### config.mk
export PLATFORM = sky130hd
export DESIGN_NAME = chord_voice_mixer
export DESIGN_NICKNAME = d
export VERILOG_FILES = /design/src/rtl/chords_pkg.sv /design/src/rtl/note_player.sv /design/src/rtl/voice_allocator.sv /design/src/rtl/chord_voice_mixer.sv
export SDC_FILE = /design/constraint.sdc
export NUM_CORES = 1
export LEC_CHECK = 0
export CELL_PAD_IN_SITES_DETAIL_PLACEMENT = 0
export CELL_PAD_IN_SITES_GLOBAL_PLACEMENT = 2
export CORE_UTILIZATION = 38
export CTS_CLUSTER_SIZE = 30
export DETAILED_ROUTE_END_ITERATION = 8
export PLACE_DENSITY_LB_ADDON = 0.1
export RECOVER_POWER = 100
export SLEW_MARGIN = 20
export SYNTH_ARGS = -nofsm -noshare
export SYNTH_HDL_FRONTEND = slang
export SYNTH_SLANG_ARGS = --single-unit
export TNS_END_PERCENT = 1
### constraint.sdc
create_clock -name clk -period 4.4 [get_ports clk]
set_clock_uncertainty 0.15 [all_clocks]
set_input_delay 0.88 -clock clk [delete_from_list [all_inputs] [get_ports clk]]
set_output_delay 0.88 -clock clk [all_outputs]
set_load 0.01 [all_outputs]
### src/rtl/chords_pkg.sv
// Shared types and helpers for the chord voice mixer: mixer states, mix-mode
// encodings and a constant-foldable ceil(log2) used to size indices and sums.
package chords_pkg;

  typedef enum logic [1:0] {
    MIX_IDLE    = 2'd0,
    MIX_COLLECT = 2'd1,
    MIX_SUM     = 2'd2
  } mix_state_e;

  localparam int MIX_SAT_SCALE = 0;
  localparam int MIX_SAT_CLAMP = 1;

  function automatic int clog2(input int value);
    int r;
    int v;
    r = 0;
    v = value - 1;
    while (v > 0) begin
      r = r + 1;
      v = v >> 1;
    end
    return r;
  endfunction

endpackage

### src/rtl/note_player.sv
// Single voice: plays a note for a number of beats and answers each sample
// request one cycle later. Output level is tied to the note index.
module note_player (
  input  logic        clk,
  input  logic        reset,
  input  logic        play_enable,
  input  logic        load_new_note,
  input  logic [5:0]  note_to_load,
  input  logic [5:0]  duration_to_load,
  input  logic        beat,
  input  logic        generate_next_sample,
  output logic        done_with_note,
  output logic [15:0] sample_out,
  output logic        new_sample_ready
);

  logic       playing;
  logic [5:0] note_q;
  logic [5:0] beats_left;

  always_ff @(posedge clk or posedge reset) begin
    if (reset) begin
      playing          <= 1'b0;
      note_q           <= '0;
      beats_left       <= '0;
      sample_out       <= '0;
      new_sample_ready <= 1'b0;
    end else begin
      new_sample_ready <= generate_next_sample;
      // a paused or idle voice still answers, with silence, so the mixer never stalls
      if (generate_next_sample)
        sample_out <= (playing && play_enable) ? {note_q, 10'b0} : 16'h0000;
      if (load_new_note) begin
        playing    <= 1'b1;
        note_q     <= note_to_load;
        beats_left <= duration_to_load;
      end else if (playing && play_enable && beat) begin
        if (beats_left <= 6'd1) playing    <= 1'b0;
        else                    beats_left <= beats_left - 6'd1;
      end
    end
  end

  assign done_with_note = ~playing;

endmodule

### src/rtl/voice_allocator.sv
// Routes each new_note to the lowest free voice, or steals the oldest one,
// and tracks reservations so back-to-back notes land on distinct voices.
module voice_allocator
  import chords_pkg::*;
#(
  parameter int NUM_VOICES = 3,
  parameter int STEAL_EN   = 0
) (
  input  logic                  clk,
  input  logic                  reset,
  input  logic                  new_note,
  input  logic [5:0]            note_to_load,
  input  logic [5:0]            duration_to_load,
  input  logic [NUM_VOICES-1:0] done_with_note,
  output logic [NUM_VOICES-1:0] load_new_note,
  output logic [5:0]            note_q,
  output logic [5:0]            dur_q,
  output logic [NUM_VOICES-1:0] reserved,
  output logic                  player_available,
  output logic [7:0]            notes_dropped
);

  localparam int IW = clog2(NUM_VOICES);
  localparam int AW = IW + 1;

  logic [NUM_VOICES-1:0] free;
  logic                  have_free;
  logic [IW-1:0]         free_idx;
  logic [IW-1:0]         oldest_idx;
  logic [IW-1:0]         alloc_idx;
  logic                  do_alloc;
  logic [AW-1:0]         alloc_cnt;
  logic [AW-1:0]         stamp [NUM_VOICES];

  assign free = done_with_note & ~reserved;

  always_comb begin
    have_free = 1'b0;
    free_idx  = '0;
    for (int i = NUM_VOICES - 1; i >= 0; i--) begin
      if (free[i]) begin
        have_free = 1'b1;
        free_idx  = IW'(i);
      end
    end
  end

  // age is the modular distance from a voice's stamp to the running counter
  always_comb begin
    logic [AW-1:0] age;
    logic [AW-1:0] best_age;
    age        = '0;
    best_age   = '0;
    oldest_idx = '0;
    for (int i = 0; i < NUM_VOICES; i++) begin
      age = alloc_cnt - stamp[i];
      if (age > best_age) begin
        best_age   = age;
        oldest_idx = IW'(i);
      end
    end
  end

  assign alloc_idx        = have_free ? free_idx : oldest_idx;
  assign do_alloc         = new_note && (have_free || (STEAL_EN != 0));
  assign player_available = have_free || (STEAL_EN != 0);

  always_ff @(posedge clk or posedge reset) begin
    if (reset) begin
      load_new_note <= '0;
      note_q        <= '0;
      dur_q         <= '0;
      reserved      <= '0;
      notes_dropped <= '0;
      alloc_cnt     <= '0;
      for (int i = 0; i < NUM_VOICES; i++) stamp[i] <= '0;
    end else begin
      load_new_note <= '0;
      for (int i = 0; i < NUM_VOICES; i++)
        if (!done_with_note[i]) reserved[i] <= 1'b0;
      if (do_alloc) begin
        note_q                   <= note_to_load;
        dur_q                    <= duration_to_load;
        load_new_note[alloc_idx] <= 1'b1;
        reserved[alloc_idx]      <= 1'b1;
        stamp[alloc_idx]         <= alloc_cnt;
        alloc_cnt                <= alloc_cnt + 1'b1;
      end else if (new_note && notes_dropped != 8'hFF) begin
        notes_dropped <= notes_dropped + 8'd1;
      end
    end
  end

endmodule

### src/rtl/chord_voice_mixer.sv
// Polyphonic voice pool: allocates notes across NUM_VOICES note_players and
// mixes their samples into one 16-bit signed output once every voice reports.
module chord_voice_mixer
  import chords_pkg::*;
#(
  parameter int NUM_VOICES = 3,
  parameter int STEAL_EN   = 0,
  parameter int MIX_SAT    = 0
) (
  input  logic                  clk,
  input  logic                  reset,
  input  logic                  new_note,
  input  logic [5:0]            note_to_load,
  input  logic [5:0]            duration_to_load,
  input  logic                  play_enable,
  input  logic                  beat,
  input  logic                  generate_next_sample,
  output logic                  player_available,
  output logic [15:0]           sample_out_player,
  output logic                  new_sample_ready_player,
  output logic [NUM_VOICES-1:0] voice_busy,
  output logic [7:0]            notes_dropped
);

  localparam int IW = clog2(NUM_VOICES);
  localparam int SW = 16 + IW;
  localparam logic signed [SW-1:0] POS_MAX = SW'(32767);
  localparam logic signed [SW-1:0] NEG_MIN = SW'(-32768);

  logic [NUM_VOICES-1:0] load_new_note;
  logic [NUM_VOICES-1:0] done_with_note;
  logic [NUM_VOICES-1:0] new_sample_ready;
  logic [NUM_VOICES-1:0] reserved;
  logic [NUM_VOICES-1:0] idle_voice;
  logic [NUM_VOICES-1:0] ready_mask;
  logic [NUM_VOICES-1:0] mask_next;
  logic [5:0]            note_q;
  logic [5:0]            dur_q;
  logic [15:0]           voice_sample [NUM_VOICES];
  logic [15:0]           latched      [NUM_VOICES];
  logic signed [SW-1:0]  sum;
  logic [15:0]           mixed;
  mix_state_e            state;

  voice_allocator #(
    .NUM_VOICES (NUM_VOICES),
    .STEAL_EN   (STEAL_EN)
  ) u_alloc (
    .clk              (clk),
    .reset            (reset),
    .new_note         (new_note),
    .note_to_load     (note_to_load),
    .duration_to_load (duration_to_load),
    .done_with_note   (done_with_note),
    .load_new_note    (load_new_note),
    .note_q           (note_q),
    .dur_q            (dur_q),
    .reserved         (reserved),
    .player_available (player_available),
    .notes_dropped    (notes_dropped)
  );

  for (genvar g = 0; g < NUM_VOICES; g++) begin : g_voice
    note_player u_voice (
      .clk                  (clk),
      .reset                (reset),
      .play_enable          (play_enable),
      .load_new_note        (load_new_note[g]),
      .note_to_load         (note_q),
      .duration_to_load     (dur_q),
      .beat                 (beat),
      .generate_next_sample (generate_next_sample),
      .done_with_note       (done_with_note[g]),
      .sample_out           (voice_sample[g]),
      .new_sample_ready     (new_sample_ready[g])
    );
  end

  assign voice_busy = reserved | ~done_with_note;
  assign idle_voice = done_with_note & ~reserved;
  assign mask_next  = ready_mask | new_sample_ready | idle_voice;

  always_comb begin
    sum = '0;
    for (int i = 0; i < NUM_VOICES; i++)
      sum = sum + {{IW{latched[i][15]}}, latched[i]};
    if (MIX_SAT == MIX_SAT_CLAMP) begin
      if (sum > POS_MAX)      mixed = 16'h7FFF;
      else if (sum < NEG_MIN) mixed = 16'h8000;
      else                    mixed = 16'(sum);
    end else begin
      mixed = 16'(sum >>> IW);
    end
  end

  always_ff @(posedge clk or posedge reset) begin
    if (reset) begin
      state                   <= MIX_IDLE;
      ready_mask              <= '0;
      sample_out_player       <= '0;
      new_sample_ready_player <= 1'b0;
      for (int i = 0; i < NUM_VOICES; i++) latched[i] <= '0;
    end else begin
      new_sample_ready_player <= 1'b0;
      case (state)
        MIX_IDLE: begin
          if (generate_next_sample) begin
            ready_mask <= '0;
            state      <= MIX_COLLECT;
          end
        end
        MIX_COLLECT: begin
          if (generate_next_sample) begin
            ready_mask <= '0;
          end else begin
            ready_mask <= mask_next;
            // only the first report per request is latched; idle voices contribute silence
            for (int i = 0; i < NUM_VOICES; i++) begin
              if (!ready_mask[i]) begin
                if (new_sample_ready[i]) latched[i] <= voice_sample[i];
                else if (idle_voice[i])  latched[i] <= '0;
              end
            end
            if (&mask_next) state <= MIX_SUM;
          end
        end
        MIX_SUM: begin
          if (generate_next_sample) begin
            ready_mask <= '0;
            state      <= MIX_COLLECT;
          end else begin
            sample_out_player       <= mixed;
            new_sample_ready_player <= 1'b1;
            state                   <= MIX_IDLE;
          end
        end
        default: state <= MIX_IDLE;
      endcase
    end
  end

endmodule

# Word-level counts from Yosys, hierarchy flattened
# Index checks and enable logic that the tools add are counted.
[op_classes]
add_sub_neg = 10
n_mul = 0
n_div = 0
order_cmp = 10
eq_ne = 10
shifts = 0
n_mux = 58
bitwise = 16
reduce_logical = 36
[op_table]
columns = ["operator", "count"]
rows = [
  ["16-bit two-way mux", 9],
  ["6-bit two-way mux", 9],
  ["3-bit two-way mux", 7],
  ["1-bit two-way mux", 20],
  ["2-bit nonzero test", 10],
  ["17-bit by 16-bit adder with 18-bit output", 1],
  ["6-bit by 1-bit <= comparator with 1-bit output (second input constant)", 3],
  ["2-bit AND reduction", 9],
  ["6-bit by 1-bit subtractor with 6-bit output (second input constant)", 3],
  ["16-bit by 16-bit adder with 17-bit output", 1],
  ["2-bit two-way mux", 8],
  ["2-bit != test (second input constant)", 6],
  ["3-bit bitwise OR", 4],
  ["4-bit AND reduction", 3],
  ["1-bit logical AND", 10],
  ["9-bit bitwise mux", 1],
  ["3-bit subtractor", 3],
  ["8-bit by 1-bit adder with 8-bit output (second input constant)", 1],
  ["8-bit != test (second input constant)", 1],
  ["1-bit inverter", 8],
  ["3-bit demux with 2-bit select", 1],
  ["3-bit greater-than comparator", 2],
  ["3-bit inverter", 2],
  ["2-bit one-hot mux with 3 select lines", 1],
  ["other kinds (16)", 17],
]
[word_totals]
regBits = 196
latchBits = 0
ramBits = 0
romBits = 0
out_inout_bits = 29
wordCells = 169
mem_count = 0

# Logic depth before layout (Yosys ltp)
[depth]
depth_word = 14
ltp_mapped = 10
mapped_depth_nobuf = 10

# By module
# A second synthesis with hierarchy kept.
[unflattened]
hier_cells = 824
area_unflattened_um2 = 8254.2
[by_module_without_submodules]
columns = ["mod", "instances", "cells_each", "area_per_inst_um2"]
rows = [
  ["chord_voice_mixer", 1, 416, 3883.7],
  ["note_player", 3, 108, 1073.5],
  ["voice_allocator", 1, 84, 1149.9],
]

# Worst setup path after synthesis
# OpenSTA, ideal clock, no wires.
[synth_path]
path_kind = "reg2reg"
start = "register latched[11] (netlist bit)"
end = "register sample_out_player[13]"
setup_ns = 0.095
arrival_ns = 1.994
t_required_ns = 4.155
slack_ns = 2.160
stages_incl_launch_ff = 9
path_buffers = 0
period_less_slack_ns = 2.240
path_cell_list = "dfrtp_1 fa_1 ha_1 inv_1 fa_1 nor2b_1 o21a_1 nor3_1 o31ai_1"
[synth_via]
elab_chain_len = 1
[synth_lines]
columns = ["item", "line", "source"]
rows = [
  ["start, declared", "chord_voice_mixer.sv:40", "logic [15:0] latched [NUM_VOICES];"],
  ["start signal, assigned by index", "chord_voice_mixer.sv:120", "if (new_sample_ready[i]) latched[i] <= voice_sample[i];"],
  ["17-bit by 16-bit adder with 18-bit output", "chord_voice_mixer.sv:86", "sum = sum + {{IW{latched[i][15]}}, latched[i]};"],
  ["end signal, assigned", "chord_voice_mixer.sv:132", "sample_out_player <= mixed;"],
  ["end, declared", "chord_voice_mixer.sv:19", "output logic [15:0] sample_out_player,"],
]
# No other way between the ends.
# A chain may end at the register's enable or synchronous reset.

==> metrics.log <==
INFO  metric critical_path.n_buffers_inverters = 2
INFO  metric worst_r2r_path_depth = 6
INFO  metric multiInputGateArea = roughly 2300 sq um
INFO  metric crit_path_cell_trace = clkdlybuf4s50_1 > inv_1
INFO  metric initial_utilization = 38.9%
INFO  metric dr_total_vias = approximately 3,800
INFO  metric synth.avg_cell_area = around 11 sq um
INFO  metric yosysWarningCount = 0
INFO  metric power_frac_clock = between 30% and 40%
INFO  metric seqPwrFrac = 43.0%
INFO  metric finalWeightedCongestion = 0.732
INFO  metric timing.critical_path.from_type = input pin
INFO  metric worst_r2r_startpoint = g_voice[0].u_voice.beats_left[0]$_DFFE_PP0P_
INFO  metric synth_seq_cells = 116
INFO  metric first_global_vias = ~3,800
INFO  metric grt_util_met3 = about 4.5%
INFO  metric synth.yosys.seq_area_share = between 50 and 60%
INFO  metric gr-total-overflow = 0
INFO  metric final_nets = a little under 600
INFO  metric antenna-diode-count = 0
INFO  metric die-height = 124 um
INFO  metric violations = capacitance limit, slew limit
INFO  metric cp.arrival = 2.97 ns
INFO  metric timing.critical_path.slowest_cell_delay = roughly 1.7 ns
INFO  metric flow.area_growth_from_synthesis = 16.5%
INFO  metric grt_setup_unrepaired = no
INFO  metric yosys.area.top_type_share = around half
INFO  metric hold_viol_final = 0
INFO  metric place.port_buffers = 38
INFO  metric post-route-util = a little under half
INFO  metric hold_path_class = register to register
INFO  metric timing.critical_path.max_delay_family = buffers and inverters
INFO  metric synthFlopType = sky130_fd_sc_hd__dfrtp_1
INFO  metric cts.htree.levels = 4
INFO  metric core_area = 14,500 sq um
INFO  metric grt_antenna_before_repair = 0
INFO  metric core_rows = 44
INFO  metric holdCritStartpoint = sample_out_player[9]$_DFFE_PP0P_
INFO  metric tns = 0 ns
INFO  metric worst_r2r_endpoint = g_voice[0].u_voice.beats_left[5]$_DFFE_PP0P_
INFO  metric path_max_fanout = around 60
INFO  metric number_of_distinct_library_cell_variants_in_the_gate_level_netlist_after_synthesis = 73
INFO  metric grt-busiest-layer = met2
INFO  metric critical_path_class = input pin to async pin
INFO  metric cts_made_buffers = 17
INFO  metric rrSetupSlack = 1.85 ns
INFO  metric clk_latency = 0.41 ns
INFO  metric total_die_area = roughly 15,000 sq um
INFO  metric power-per-cell-area = ~600 nW/um^2
INFO  metric worstSetupEndpointType = async pin
INFO  metric first_iter_violations = about 190
INFO  metric max_slew_margin = -56.8%
INFO  metric number_of_endpoints_failing_setup_at_the_final_stage = 0
INFO  metric post-synth-top-area-cell = sky130_fd_sc_hd__dfrtp_1
INFO  metric final_routed_drc_violation_total = 0
INFO  metric totalWireLength = approximately 12,000 um
INFO  metric routedWlPerCell = 15.6 um
INFO  metric pin_count_of_the_biggest_net_entering_global_routing = 60
INFO  metric internal_power = 2.67 mW
INFO  metric achievable-frequency = 324 MHz
INFO  metric netSwitchingFraction = approximately 32%
INFO  metric number_of_synthesized_flops_with_an_enable_pin = 0
INFO  metric hpwlAfterDp = 8030 um
INFO  metric detail_route.vias_per_cell = a little over 5
INFO  metric timing.final.crit_share = between 70 and 80%
INFO  metric seqCellArea = approximately 2900 sq um
INFO  metric post_syn_area = roughly 5600 sq um
INFO  metric die_width = about 120 um
INFO  metric power.combinational.fraction = 24.8%
INFO  metric post_cts_hold_buffer_count = 0
INFO  metric fillers = around 1,400
INFO  metric layout-drive-gt1-share = a little over a tenth
INFO  metric period_minus_slack = just over 3 ns
INFO  metric cts_tree = yes
INFO  metric detail_route.first_pass.iterations = 4
INFO  metric max-clock-path-buffers = 2
INFO  metric cts.root.buffer_cell = sky130_fd_sc_hd__clkbuf_16
INFO  metric post-cts-setup-buffer-count = 0
INFO  metric grt_usage = ~17%
INFO  metric min_to = sample_out_player[9]$_DFFE_PP0P_
INFO  metric power.ir.vdd_worst = roughly 0.29 mV
INFO  metric critPathSlowestCell = sky130_fd_sc_hd__inv_1
INFO  metric synth.area.top_cells = sky130_fd_sc_hd__dfrtp_1, sky130_fd_sc_hd__mux2_2, sky130_fd_sc_hd__nand2_1, sky130_fd_sc_hd__inv_1, sky130_fd_sc_hd__ha_1
INFO  metric globalRouteMet2Util = between 20% and 30%
INFO  metric post_cts_resize_count = 0
INFO  metric grt_pass1_wl = just under 20,000 um
INFO  metric postRouteAntennaNets = 0
INFO  metric floorplan.io_pins = between 40 and 50
INFO  metric drv_cap = 2
INFO  metric hold-path-cell-count = 2
INFO  metric power.static_leakage = 2.96 nW
INFO  metric critical_path_required = roughly 4.3 ns
INFO  metric syn_inst = between 500 and 600
INFO  metric grt.met1_usage = approximately a quarter
INFO  metric worst-slew-pin-transition = between 2 and 2.5 ns
INFO  metric outcome = finished, violations left
INFO  metric power.net_switching = roughly 1.3 mW
INFO  metric async_reset_ff_share = between 90% and 100%
INFO  metric cts_sinks = 116
INFO  metric worst_setup_hold_path_clk_slew = ~0.050 ns
INFO  metric final_max_slew_viol_count = 100
-- how the worst max path moves through the flow --
stage / to / slack [ns] / startpoint / cells after the start
6_report: u_alloc.dur_q[1]$_DFFE_PP0P_ / 1.31 / reset / 2
5_1_grt: u_alloc.dur_q[5]$_DFFE_PP0P_ / 0.79 / reset / 2
4_1_cts: player_available / 1.44 / g_voice[0].u_voice.playing$_DFFE_PP0P_ / 3
3_5_place_dp: sample_out_player[14]$_DFFE_PP0P_ / 1.47 / generate_next_sample / 4
3_3_place_gp: sample_out_player[14]$_DFFE_PP0P_ / 1.49 / generate_next_sample / 4
2_1_floorplan: g_voice[0].u_voice.beats_left[0]$_DFFE_PP0P_ / 0.30 / reset / 1
-- metal layers --
metal	vias to the layer above	part of all wire (%)
met1	1843	50
met4	0	1.2
met3	13	2.7
met5	-	0
li1	1851	-
met2	53	47
-- state kept, by name (all words and copies together), names as in the netlist --
| register | flops |
|---|---|
| g_voice.u_voice.new_sample_ready | 1 |
| g_voice.u_voice.note_q | 18 |
| ready_mask | 3 |
| u_alloc.reserved | 3 |
| u_alloc.dur_q | 6 |
| new_sample_ready_player | 1 |
| u_alloc.notes_dropped | 8 |
| g_voice.u_voice.playing | 3 |
| g_voice.u_voice.beats_left | 18 |
| sample_out_player | 8 |
| u_alloc.note_q | 6 |
| g_voice.u_voice.sample_out | 18 |
| u_alloc.load_new_note | 3 |
| state | 2 |
| latched | 18 |
-- layout make-up --
cell class / count / share of cell area (%)
Sequential cell: 116 / 44.2
Timing Repair Buffer: 40 / 6.16
Tap cell: 184 / 3.51
Multi-Input combinational cell: 325 / 34.9
Clock inverter: 11 / 1.30
Clock buffer: 21 / 7.01
Inverter: 51 / 2.92
-- cell usage in the layout, fill, tap and decap left out, types with 10 or more instances in the layout --
cell	netlist	final
sky130_fd_sc_hd__dfrtp_1	116	116
sky130_fd_sc_hd__nand2_1	70	71
sky130_fd_sc_hd__inv_1	51	51
sky130_fd_sc_hd__mux2_2	24	24
sky130_fd_sc_hd__dlygate4sd3_1	0	22
sky130_fd_sc_hd__o21ai_0	18	21
sky130_fd_sc_hd__o22ai_1	18	18
sky130_fd_sc_hd__clkbuf_16	0	17
sky130_fd_sc_hd__o31ai_1	15	16
sky130_fd_sc_hd__clkdlybuf4s50_1	0	16
sky130_fd_sc_hd__nor2_1	12	15
sky130_fd_sc_hd__ha_1	13	13
sky130_fd_sc_hd__xor2_1	11	11
sky130_fd_sc_hd__mux2_1	10	10
-- logic make-up after synthesis --
kind of cell / count (synthesis) / share of synthesized area, %
compound gates: 101 / 12.3
xor+xnor: 13 / 2.02
fa+ha+maj: 20 / 5.38
buf+inv: 83 / 6.60
flops: 116 / 51.5
mux: 42 / 8.22
other cells: 1 / 0.0666
simple gates: 141 / 13.9
-- synthesized netlist by cell type, types with 4 or more instances --
cell type,instances
sky130_fd_sc_hd__nor3_1,4
sky130_fd_sc_hd__fa_1,7
sky130_fd_sc_hd__ha_1,13
sky130_fd_sc_hd__mux2i_1,8
sky130_fd_sc_hd__nand4_1,4
sky130_fd_sc_hd__buf_2,6
sky130_fd_sc_hd__buf_4,8
sky130_fd_sc_hd__nand3_1,5
sky130_fd_sc_hd__mux2_2,24
sky130_fd_sc_hd__o21ai_1,5
sky130_fd_sc_hd__nand2b_1,4
sky130_fd_sc_hd__mux2_1,10
sky130_fd_sc_hd__a21oi_1,7
sky130_fd_sc_hd__xor2_1,11
sky130_fd_sc_hd__o31ai_1,15
sky130_fd_sc_hd__nor3b_1,5
sky130_fd_sc_hd__o22ai_1,18
sky130_fd_sc_hd__a211oi_1,4
sky130_fd_sc_hd__clkbuf_1,15
sky130_fd_sc_hd__dfrtp_1,116
sky130_fd_sc_hd__o21ai_0,18
sky130_fd_sc_hd__o21bai_1,5
sky130_fd_sc_hd__nor2_1,12
sky130_fd_sc_hd__nand2_1,70
sky130_fd_sc_hd__nor3_2,4
sky130_fd_sc_hd__inv_1,51
-- power groups by stage --
stage / Clock (mW) / Combinational (mW) / Sequential [mW]
after floorplan: 0 / 0.778 / 1.62
after global placement: 0 / 1.03 / 1.71
final: 1.27 / 0.978 / 1.70
after detailed placement: 0 / 1.05 / 1.72
after CTS: 1.31 / 1.06 / 1.71
after global routing: 1.37 / 1.12 / 1.76
-- through the flow --
stage          hold slack [ns]  std cells  area, sq um  setup slack, ns  total power, mW
2_1_floorplan            0.299        524         5660            0.298             2.40
3_3_place_gp             0.316        716         6120             1.49             2.75
3_5_place_dp             0.317        716         6120             1.47             2.78
4_1_cts                  0.330        748         6670             1.44             4.08
5_1_grt                  0.356        748         6570            0.787             4.25
6_report                 0.320        748         6570             1.31             3.94
Note: power is estimated with default switching activity, not from simulation.
